File: src/rtl/rob_param_if.sv
// rtl/rob_param_if.sv - issue, writeback, query and retire signal bundle for rob_param
interface rob_param_if #(
  parameter int ID_W   = 4,
  parameter int NUM_WB = 2
);
  logic                   iss_valid;
  logic                   iss_ready;
  logic [ID_W-1:0]        iss_id;
  logic [31:0]            iss_pc;
  logic [31:0]            iss_pred;
  logic [1:0]             iss_type;
  logic [4:0]             iss_rd;
  logic [NUM_WB-1:0]      wb_valid;
  logic [NUM_WB*ID_W-1:0] wb_id;
  logic [NUM_WB*32-1:0]   wb_val;
  logic [ID_W-1:0]        qry_id_1;
  logic [ID_W-1:0]        qry_id_2;
  logic                   qry_ready_1;
  logic                   qry_ready_2;
  logic [31:0]            qry_val_1;
  logic [31:0]            qry_val_2;
  logic                   cmt_valid;
  logic [ID_W-1:0]        cmt_id;
  logic [4:0]             cmt_rd;
  logic [31:0]            cmt_val;
  logic                   st_commit;
  logic [ID_W-1:0]        st_id;
  logic                   flush;
  logic [31:0]            flush_pc;
  logic [ID_W:0]          count;

  modport master (
    output iss_valid, iss_pc, iss_pred, iss_type, iss_rd,
    output wb_valid, wb_id, wb_val, qry_id_1, qry_id_2,
    input  iss_ready, iss_id, qry_ready_1, qry_ready_2, qry_val_1, qry_val_2,
    input  cmt_valid, cmt_id, cmt_rd, cmt_val, st_commit, st_id, flush, flush_pc, count
  );

  modport slave (
    input  iss_valid, iss_pc, iss_pred, iss_type, iss_rd,
    input  wb_valid, wb_id, wb_val, qry_id_1, qry_id_2,
    output iss_ready, iss_id, qry_ready_1, qry_ready_2, qry_val_1, qry_val_2,
    output cmt_valid, cmt_id, cmt_rd, cmt_val, st_commit, st_id, flush, flush_pc, count
  );
endinterface

File: src/rtl/rob_param.sv
// rtl/rob_param.sv - parametrised reorder buffer; ROB_BYPASS_EN adds writeback-to-query bypass
module rob_param #(
  parameter int DEPTH  = 16,
  parameter int ID_W   = 4,
  parameter int NUM_WB = 2
) (
  input logic        clk_in,
  input logic        rst_in,
  input logic        rdy_in,
  rob_param_if.slave bus
);
  localparam logic [1:0]    T_REG    = 2'd0;
  localparam logic [1:0]    T_BR     = 2'd1;
  localparam logic [1:0]    T_ST     = 2'd2;
  localparam logic [1:0]    T_LD     = 2'd3;
  localparam logic [ID_W:0] FULL_CNT = (ID_W+1)'(DEPTH);

  logic [DEPTH-1:0] busy_q, done_q;
  logic [1:0]       type_q [DEPTH];
  logic [4:0]       rd_q   [DEPTH];
  logic [31:0]      pred_q [DEPTH];
  logic [31:0]      val_q  [DEPTH];

  logic [ID_W-1:0]  head_q, tail_q;
  logic [ID_W:0]    count_q;
  logic             cmt_valid_q, st_commit_q, flush_q;
  logic [ID_W-1:0]  cmt_id_q, st_id_q;
  logic [4:0]       cmt_rd_q;
  logic [31:0]      cmt_val_q, flush_pc_q;

  logic             iss_we, do_cmt;
  logic [NUM_WB-1:0] wb_we;
  logic [ID_W-1:0]  wb_tag  [NUM_WB];
  logic [31:0]      wb_data [NUM_WB];
  logic             q1_rdy, q2_rdy;
  logic [31:0]      q1_val, q2_val;

  assign bus.iss_ready = (count_q != FULL_CNT);
  assign bus.iss_id    = tail_q;
  assign bus.count     = count_q;
  assign bus.cmt_valid = cmt_valid_q;
  assign bus.cmt_id    = cmt_id_q;
  assign bus.cmt_rd    = cmt_rd_q;
  assign bus.cmt_val   = cmt_val_q;
  assign bus.st_commit = st_commit_q;
  assign bus.st_id     = st_id_q;
  assign bus.flush     = flush_q;
  assign bus.flush_pc  = flush_pc_q;

  // The flush cycle swallows issue, writeback and retirement alike.
  assign iss_we = rdy_in & bus.iss_valid & bus.iss_ready & ~flush_q;
  assign do_cmt = rdy_in & busy_q[head_q] & done_q[head_q] & ~flush_q;

  // Unpack writeback channels; results aimed at idle slots are dropped.
  always_comb begin
    for (int k = 0; k < NUM_WB; k++) begin
      wb_tag[k]  = bus.wb_id[k*ID_W +: ID_W];
      wb_data[k] = bus.wb_val[k*32 +: 32];
      wb_we[k]   = rdy_in & ~flush_q & bus.wb_valid[k] & busy_q[wb_tag[k]];
    end
  end

  // Operand lookup from entry state, optionally overridden by live writebacks.
  always_comb begin
    q1_rdy = busy_q[bus.qry_id_1] & done_q[bus.qry_id_1];
    q1_val = val_q[bus.qry_id_1];
    q2_rdy = busy_q[bus.qry_id_2] & done_q[bus.qry_id_2];
    q2_val = val_q[bus.qry_id_2];
`ifdef ROB_BYPASS_EN
    for (int k = 0; k < NUM_WB; k++) begin
      if (bus.wb_valid[k] && wb_tag[k] == bus.qry_id_1) begin
        q1_rdy = 1'b1;
        q1_val = wb_data[k];
      end
      if (bus.wb_valid[k] && wb_tag[k] == bus.qry_id_2) begin
        q2_rdy = 1'b1;
        q2_val = wb_data[k];
      end
    end
`endif
  end

  assign bus.qry_ready_1 = q1_rdy;
  assign bus.qry_val_1   = q1_val;
  assign bus.qry_ready_2 = q2_rdy;
  assign bus.qry_val_2   = q2_val;

  // Entry payload; validity lives in busy/done so no reset is needed here.
  always_ff @(posedge clk_in) begin
    if (iss_we) begin
      type_q[tail_q] <= bus.iss_type;
      rd_q[tail_q]   <= bus.iss_rd;
      pred_q[tail_q] <= bus.iss_pred;
    end
    for (int k = 0; k < NUM_WB; k++) begin
      if (wb_we[k]) val_q[wb_tag[k]] <= wb_data[k];
    end
  end

  // Pointers, entry status and registered retire pulses.
  always_ff @(posedge clk_in or negedge rst_in) begin
    if (!rst_in) begin
      busy_q      <= '0;
      done_q      <= '0;
      head_q      <= '0;
      tail_q      <= '0;
      count_q     <= '0;
      cmt_valid_q <= 1'b0;
      st_commit_q <= 1'b0;
      flush_q     <= 1'b0;
      cmt_id_q    <= '0;
      cmt_rd_q    <= '0;
      cmt_val_q   <= '0;
      st_id_q     <= '0;
      flush_pc_q  <= '0;
    end else if (rdy_in) begin
      if (flush_q) begin
        busy_q      <= '0;
        done_q      <= '0;
        head_q      <= '0;
        tail_q      <= '0;
        count_q     <= '0;
        cmt_valid_q <= 1'b0;
        st_commit_q <= 1'b0;
        flush_q     <= 1'b0;
      end else begin
        cmt_valid_q <= 1'b0;
        st_commit_q <= 1'b0;
        for (int k = 0; k < NUM_WB; k++) begin
          if (wb_we[k]) done_q[wb_tag[k]] <= 1'b1;
        end
        if (do_cmt) begin
          busy_q[head_q] <= 1'b0;
          done_q[head_q] <= 1'b0;
          head_q         <= head_q + ID_W'(1);
          case (type_q[head_q])
            T_REG, T_LD: begin
              cmt_valid_q <= 1'b1;
              cmt_id_q    <= head_q;
              cmt_rd_q    <= rd_q[head_q];
              cmt_val_q   <= val_q[head_q];
            end
            T_ST: begin
              st_commit_q <= 1'b1;
              st_id_q     <= head_q;
            end
            T_BR: begin
              if (val_q[head_q] != pred_q[head_q]) begin
                flush_q    <= 1'b1;
                flush_pc_q <= val_q[head_q];
              end
            end
          endcase
        end
        if (iss_we) begin
          busy_q[tail_q] <= 1'b1;
          done_q[tail_q] <= 1'b0;
          tail_q         <= tail_q + ID_W'(1);
        end
        count_q <= count_q + (ID_W+1)'(iss_we) - (ID_W+1)'(do_cmt);
      end
    end
  end
endmodule

File: src/flat_wrapper.sv
// flat-port wrapper written by rule: the top's interface ports become plain ports
module rob_param_flat 
#(
  parameter int DEPTH  = 16,
  parameter int ID_W   = 4,
  parameter int NUM_WB = 2
)
  (clk_in, rst_in, rdy_in, bus_iss_valid, bus_iss_pc, bus_iss_pred, bus_iss_type, bus_iss_rd, bus_wb_valid, bus_wb_id, bus_wb_val, bus_qry_id_1, bus_qry_id_2, bus_iss_ready, bus_iss_id, bus_qry_ready_1, bus_qry_ready_2, bus_qry_val_1, bus_qry_val_2, bus_cmt_valid, bus_cmt_id, bus_cmt_rd, bus_cmt_val, bus_st_commit, bus_st_id, bus_flush, bus_flush_pc, bus_count);
  rob_param_if #(.ID_W(ID_W), .NUM_WB(NUM_WB)) bus_i ();
  input logic clk_in;
  input logic rst_in;
  input logic rdy_in;
  input wire logic [$bits(bus_i.iss_valid)-1:0] bus_iss_valid;
  input wire logic [$bits(bus_i.iss_pc)-1:0] bus_iss_pc;
  input wire logic [$bits(bus_i.iss_pred)-1:0] bus_iss_pred;
  input wire logic [$bits(bus_i.iss_type)-1:0] bus_iss_type;
  input wire logic [$bits(bus_i.iss_rd)-1:0] bus_iss_rd;
  input wire logic [$bits(bus_i.wb_valid)-1:0] bus_wb_valid;
  input wire logic [$bits(bus_i.wb_id)-1:0] bus_wb_id;
  input wire logic [$bits(bus_i.wb_val)-1:0] bus_wb_val;
  input wire logic [$bits(bus_i.qry_id_1)-1:0] bus_qry_id_1;
  input wire logic [$bits(bus_i.qry_id_2)-1:0] bus_qry_id_2;
  output wire logic [$bits(bus_i.iss_ready)-1:0] bus_iss_ready;
  output wire logic [$bits(bus_i.iss_id)-1:0] bus_iss_id;
  output wire logic [$bits(bus_i.qry_ready_1)-1:0] bus_qry_ready_1;
  output wire logic [$bits(bus_i.qry_ready_2)-1:0] bus_qry_ready_2;
  output wire logic [$bits(bus_i.qry_val_1)-1:0] bus_qry_val_1;
  output wire logic [$bits(bus_i.qry_val_2)-1:0] bus_qry_val_2;
  output wire logic [$bits(bus_i.cmt_valid)-1:0] bus_cmt_valid;
  output wire logic [$bits(bus_i.cmt_id)-1:0] bus_cmt_id;
  output wire logic [$bits(bus_i.cmt_rd)-1:0] bus_cmt_rd;
  output wire logic [$bits(bus_i.cmt_val)-1:0] bus_cmt_val;
  output wire logic [$bits(bus_i.st_commit)-1:0] bus_st_commit;
  output wire logic [$bits(bus_i.st_id)-1:0] bus_st_id;
  output wire logic [$bits(bus_i.flush)-1:0] bus_flush;
  output wire logic [$bits(bus_i.flush_pc)-1:0] bus_flush_pc;
  output wire logic [$bits(bus_i.count)-1:0] bus_count;
  assign bus_i.iss_valid = bus_iss_valid;
  assign bus_i.iss_pc = bus_iss_pc;
  assign bus_i.iss_pred = bus_iss_pred;
  assign bus_i.iss_type = bus_iss_type;
  assign bus_i.iss_rd = bus_iss_rd;
  assign bus_i.wb_valid = bus_wb_valid;
  assign bus_i.wb_id = bus_wb_id;
  assign bus_i.wb_val = bus_wb_val;
  assign bus_i.qry_id_1 = bus_qry_id_1;
  assign bus_i.qry_id_2 = bus_qry_id_2;
  assign bus_iss_ready = bus_i.iss_ready;
  assign bus_iss_id = bus_i.iss_id;
  assign bus_qry_ready_1 = bus_i.qry_ready_1;
  assign bus_qry_ready_2 = bus_i.qry_ready_2;
  assign bus_qry_val_1 = bus_i.qry_val_1;
  assign bus_qry_val_2 = bus_i.qry_val_2;
  assign bus_cmt_valid = bus_i.cmt_valid;
  assign bus_cmt_id = bus_i.cmt_id;
  assign bus_cmt_rd = bus_i.cmt_rd;
  assign bus_cmt_val = bus_i.cmt_val;
  assign bus_st_commit = bus_i.st_commit;
  assign bus_st_id = bus_i.st_id;
  assign bus_flush = bus_i.flush;
  assign bus_flush_pc = bus_i.flush_pc;
  assign bus_count = bus_i.count;
  rob_param #(.DEPTH(DEPTH), .ID_W(ID_W), .NUM_WB(NUM_WB)) u_core (.clk_in(clk_in), .rst_in(rst_in), .rdy_in(rdy_in), .bus(bus_i));
endmodule
File: config.mk
export PLATFORM = sky130hd
export DESIGN_NAME = rob_param_flat
export DESIGN_NICKNAME = d
export VERILOG_FILES = /design/src/rtl/rob_param_if.sv /design/src/rtl/rob_param.sv /design/src/flat_wrapper.sv
export SDC_FILE = /design/constraint.sdc
export NUM_CORES = 2
export LEC_CHECK = 0
export ABC_CLOCK_PERIOD_IN_PS = 5530
export CAP_MARGIN = 20
export CORE_MARGIN = 8
export CORE_UTILIZATION = 55
export DETAILED_ROUTE_END_ITERATION = 12
export PLACE_DENSITY = 0.76
export SYNTH_ARGS = -nofsm -noshare
export SYNTH_HDL_FRONTEND = slang
export SYNTH_SLANG_ARGS = --single-unit
File: constraint.sdc
create_clock -name clk_in -period 5.53 [get_ports clk_in]
set_clock_uncertainty 0.1 [all_clocks]
set_input_delay 0.553 -clock clk_in [delete_from_list [all_inputs] [get_ports clk_in]]
set_output_delay 0.553 -clock clk_in [all_outputs]
set_load 0.02 [all_outputs]
==> impl_metrics.toml <==
[run_status]
status = "finished, final reports clean"

[critical_path]
cp.arrival_ns = 5.46
cp_common_cell = "buf_4"
crit_slowest_cell = "dfrtp_4"
end_kind = "flip-flop"
crit_chain = "buf_4 > buf_4 > mux4_2 > a22oi_1 > nand2_1 > xor2_1 > nor4_1 > nand4_1 > o211ai_4 > buf_4 > mux2_1"
critPathMaxStageDelay_ns = 0.72
crit_path_max_fanout = 19
cp.required_ns = 6.06
startpoint_type = "flip-flop"
worstSetupPathType = "flip-flop to flip-flop"

[routing]
viasPerCell = 7.23
drcViolationCount = 0
finalWirelength_um = 190000
dr.first_iter.drc_count = 5498
ant_nets = 0
vias = 37500
routedWlPerCell_um = 36.6
dr.pass1.iters = 8

[logic_synthesis]
yosys.area.top_type = "edfxtp_1"
synth.distinct_cells = 43
async_reset_ff_frac = 0.0991
synthFlopType = "edfxtp_1"
yosysMostFrequentCell = "edfxtp_1"
syn-cell-area_sq_mm = 0.0626
yosys_warnings = 0
syn_nets = 3491
synth_commonest_cells = "edfxtp_1, mux4_2, mux2_2"
ys_seq_area_frac = 0.595
synth-edff-count = 1136
avgSynthCellArea_sq_um = 18.9
synth-seq-cells = 1261
synth_area_leaders = "edfxtp_1, mux4_2, mux2_2"
netlist.area_leader.share = 0.545
synthCells = 3317

[finish]
layout-drive-gt1-share = 0.434
fillers = 7551
final_nets = 3724
utilization = 0.633
layout-area-overhead-vs-synth_pct = 14.7
fin_area_sq_mm = 0.0719
final_cells = 5186

[grt]
grt_max_degree = 87
grt_pass1_vias = 38500
grt_pass1_wl_um = 272000
grt_antenna_before_repair = 30
overflow = 0
track_usage = 0.299

[clocking]
cts_buffers = 133
clkTransAtPathRegs_ns = 0.06
cts_root_buffer = "clkbuf_16"
clk_latency_ns = 0.76
cts-htree-levels = 4
cts.path.max_buffers = 3
cts_tree = "done"
clock_sinks = 1261
cts_resized = 0

[power]
pwr-share-clk = 0.319
seq_power_share = 0.411
swShare = 0.300
p_switching_w = 0.00833
power_density_mw_per_mm2 = 386
power.internal_w = 0.0194
p_leak_nw = 23.4
combPwrFrac = 0.270
ir_worst_vdd_mv = 0.402

[timing]
hold_violations = 0
slew_headroom = 0.234
timing.fmax_ghz = 0.203
fin_crit_sh = 0.892
worst_pin_slew_ns = 1.15
slew_viol_final = 0
period_needed_ns = 4.93
setup_violations = 0
tns_ns = 0
rsz0062_at_grt = "false"

[floorplanning]
die_x_um = 353
start_util = 0.551
io_pins = 313
die_h_um = 353
row_count = 124
dieArea_sq_mm = 0.125
core_area_sq_mm = 0.114

[placement]
dp.cells = 4925
hpwlAfterDp_um = 111000
gp_congestion = 0.874
dpl_cell_area_sq_mm = 0.0675
portBuffers = 280

[run]
maxCapViolations = 0

[worst_hold_path]
hp-class = "input pin to asynchronous set/reset pin"
## area by class of cell
class,count,area (sq um),share of cell area
clock inverter,72,684,0.00952
tap,1512,1890,0.0263
inverter,36,135,0.00188
multi-input combinational,1708,24300,0.338
timing repair buffer,410,3970,0.0552
clock buffer,170,3600,0.0501
sequential,1261,37200,0.518
antenna,17,42.5,0.000592
## power by group through the flow
stage	clock network [W]	registers, W	logic [W]
finish	0.00883	0.0114	0.00749
global route	0.00923	0.0114	0.00785
CTS	0.00888	0.0114	0.00748
detailed placement	0	0.0116	0.00742
global placement	0	0.0115	0.00728
floorplan	0	0.0116	0.00463
## worst paths after layout
check	slack (ns)	endpoint	from	cells after the start
hold / removal	0.34	u_core.bus.cmt_val[24]	rst_in	2
min in group clk_in	0.39	u_core.bus.flush_pc[0]	u_core.bus.flush_pc[0]	1
max in group asynchronous	3.80	u_core.bus.flush_pc[16]	rst_in	3
hold reg to reg	0.39	u_core.bus.flush_pc[0]	u_core.bus.flush_pc[0]	1
setup reg to reg	0.60	u_core.bus.flush_pc[20]	u_core.head_q[0]	11
setup / recovery	0.60	u_core.bus.flush_pc[20]	u_core.head_q[0]	11
## metal layers
layer | wire length, um | global-route usage | vias up
met2 | 89300 | 0.464 | 3008
met4 | 8150 | 0.122 | 14
met3 | 25500 | 0.0878 | 472
li1 | - | - | 14400
met5 | 86 | 0 | -
met1 | 66900 | 0.401 | 19600
## state kept, by name, summed over array words and instances (netlist names)
| register | flops |
|---|---|
| u_core.bus.st_id | 4 |
| u_core.bus.cmt_id | 4 |
| u_core.bus.iss_id | 4 |
| u_core.bus.cmt_val | 32 |
| u_core.busy_q | 16 |
| u_core.bus.count | 5 |
| u_core.bus.flush | 1 |
| u_core.val_q | 512 |
| u_core.bus.flush_pc | 32 |
| u_core.pred_q | 512 |
| u_core.rd_q | 80 |
| u_core.bus.st_commit | 1 |
| u_core.done_q | 16 |
| u_core.bus.cmt_valid | 1 |
| u_core.bus.cmt_rd | 5 |
| u_core.type_q | 32 |
| u_core.head_q | 4 |
## critical path, delay by kind of cell, from the launching register on
kind | cells | cell delay (ns)
AOI/OAI and AO/OA | 2 | 0.48
xor gates and xnor gates | 1 | 0.25
buffers and inverters | 3 | 1.18
DFF | 1 | 0.72
muxes | 2 | 0.93
and+or+nand+nor | 3 | 1.07
## cell families (layout without fill, tap and decap cells)
group	after synthesis	in the layout	share of synthesized area
and+or+nand+nor	214	214	0.0147
buffers and inverters	348	688	0.0229
other	0	17	0
adders and majority gates	17	17	0.00352
DFF	1261	1261	0.595
AOI/OAI and AO/OA	214	214	0.0243
xor gates and xnor gates	38	38	0.00531
muxes	1225	1225	0.335
## through the flow
step | worst slack [ns] | power (W) | hold WS, ns
4_1_cts | 0.702 | 0.0278 | 0.351
3_3_place_gp | 0.755 | 0.0188 | 0.371
2_1_floorplan | 1.36 | 0.0163 | 0.157
5_1_grt | 0.502 | 0.0285 | 0.394
3_5_place_dp | 0.734 | 0.0190 | 0.381
6_report | 0.598 | 0.0277 | 0.339
## layout by cell type (no fill, tap or decap), drive strengths merged, types with 3 or more instances in the layout
master,instances
o21ai,22
nor2,24
o22ai,17
a31oi,17
nor3,8
nand3,4
nor2b,3
clkdlybuf4s50,271
diode,17
xnor2,4
or3,4
a21oi,6
xor2,34
mux2,587
a22oi,128
edfxtp,1136
clkinvlp,3
dfrtp,125
ha,16
inv,47
bufinv,7
nand4,3
clkbuf,172
clkinv,51
nand2,143
nand2b,5
mux4,636
buf,136
nor4,9
a2bb2oi,16
or2,4
## timing repair
item | in CTS | in global routing
hold buffers | 1 | 0
buffers inserted | 0 | 0
hold endpoints to repair | 85 | 0
Power figures use the tool's default switching activity.
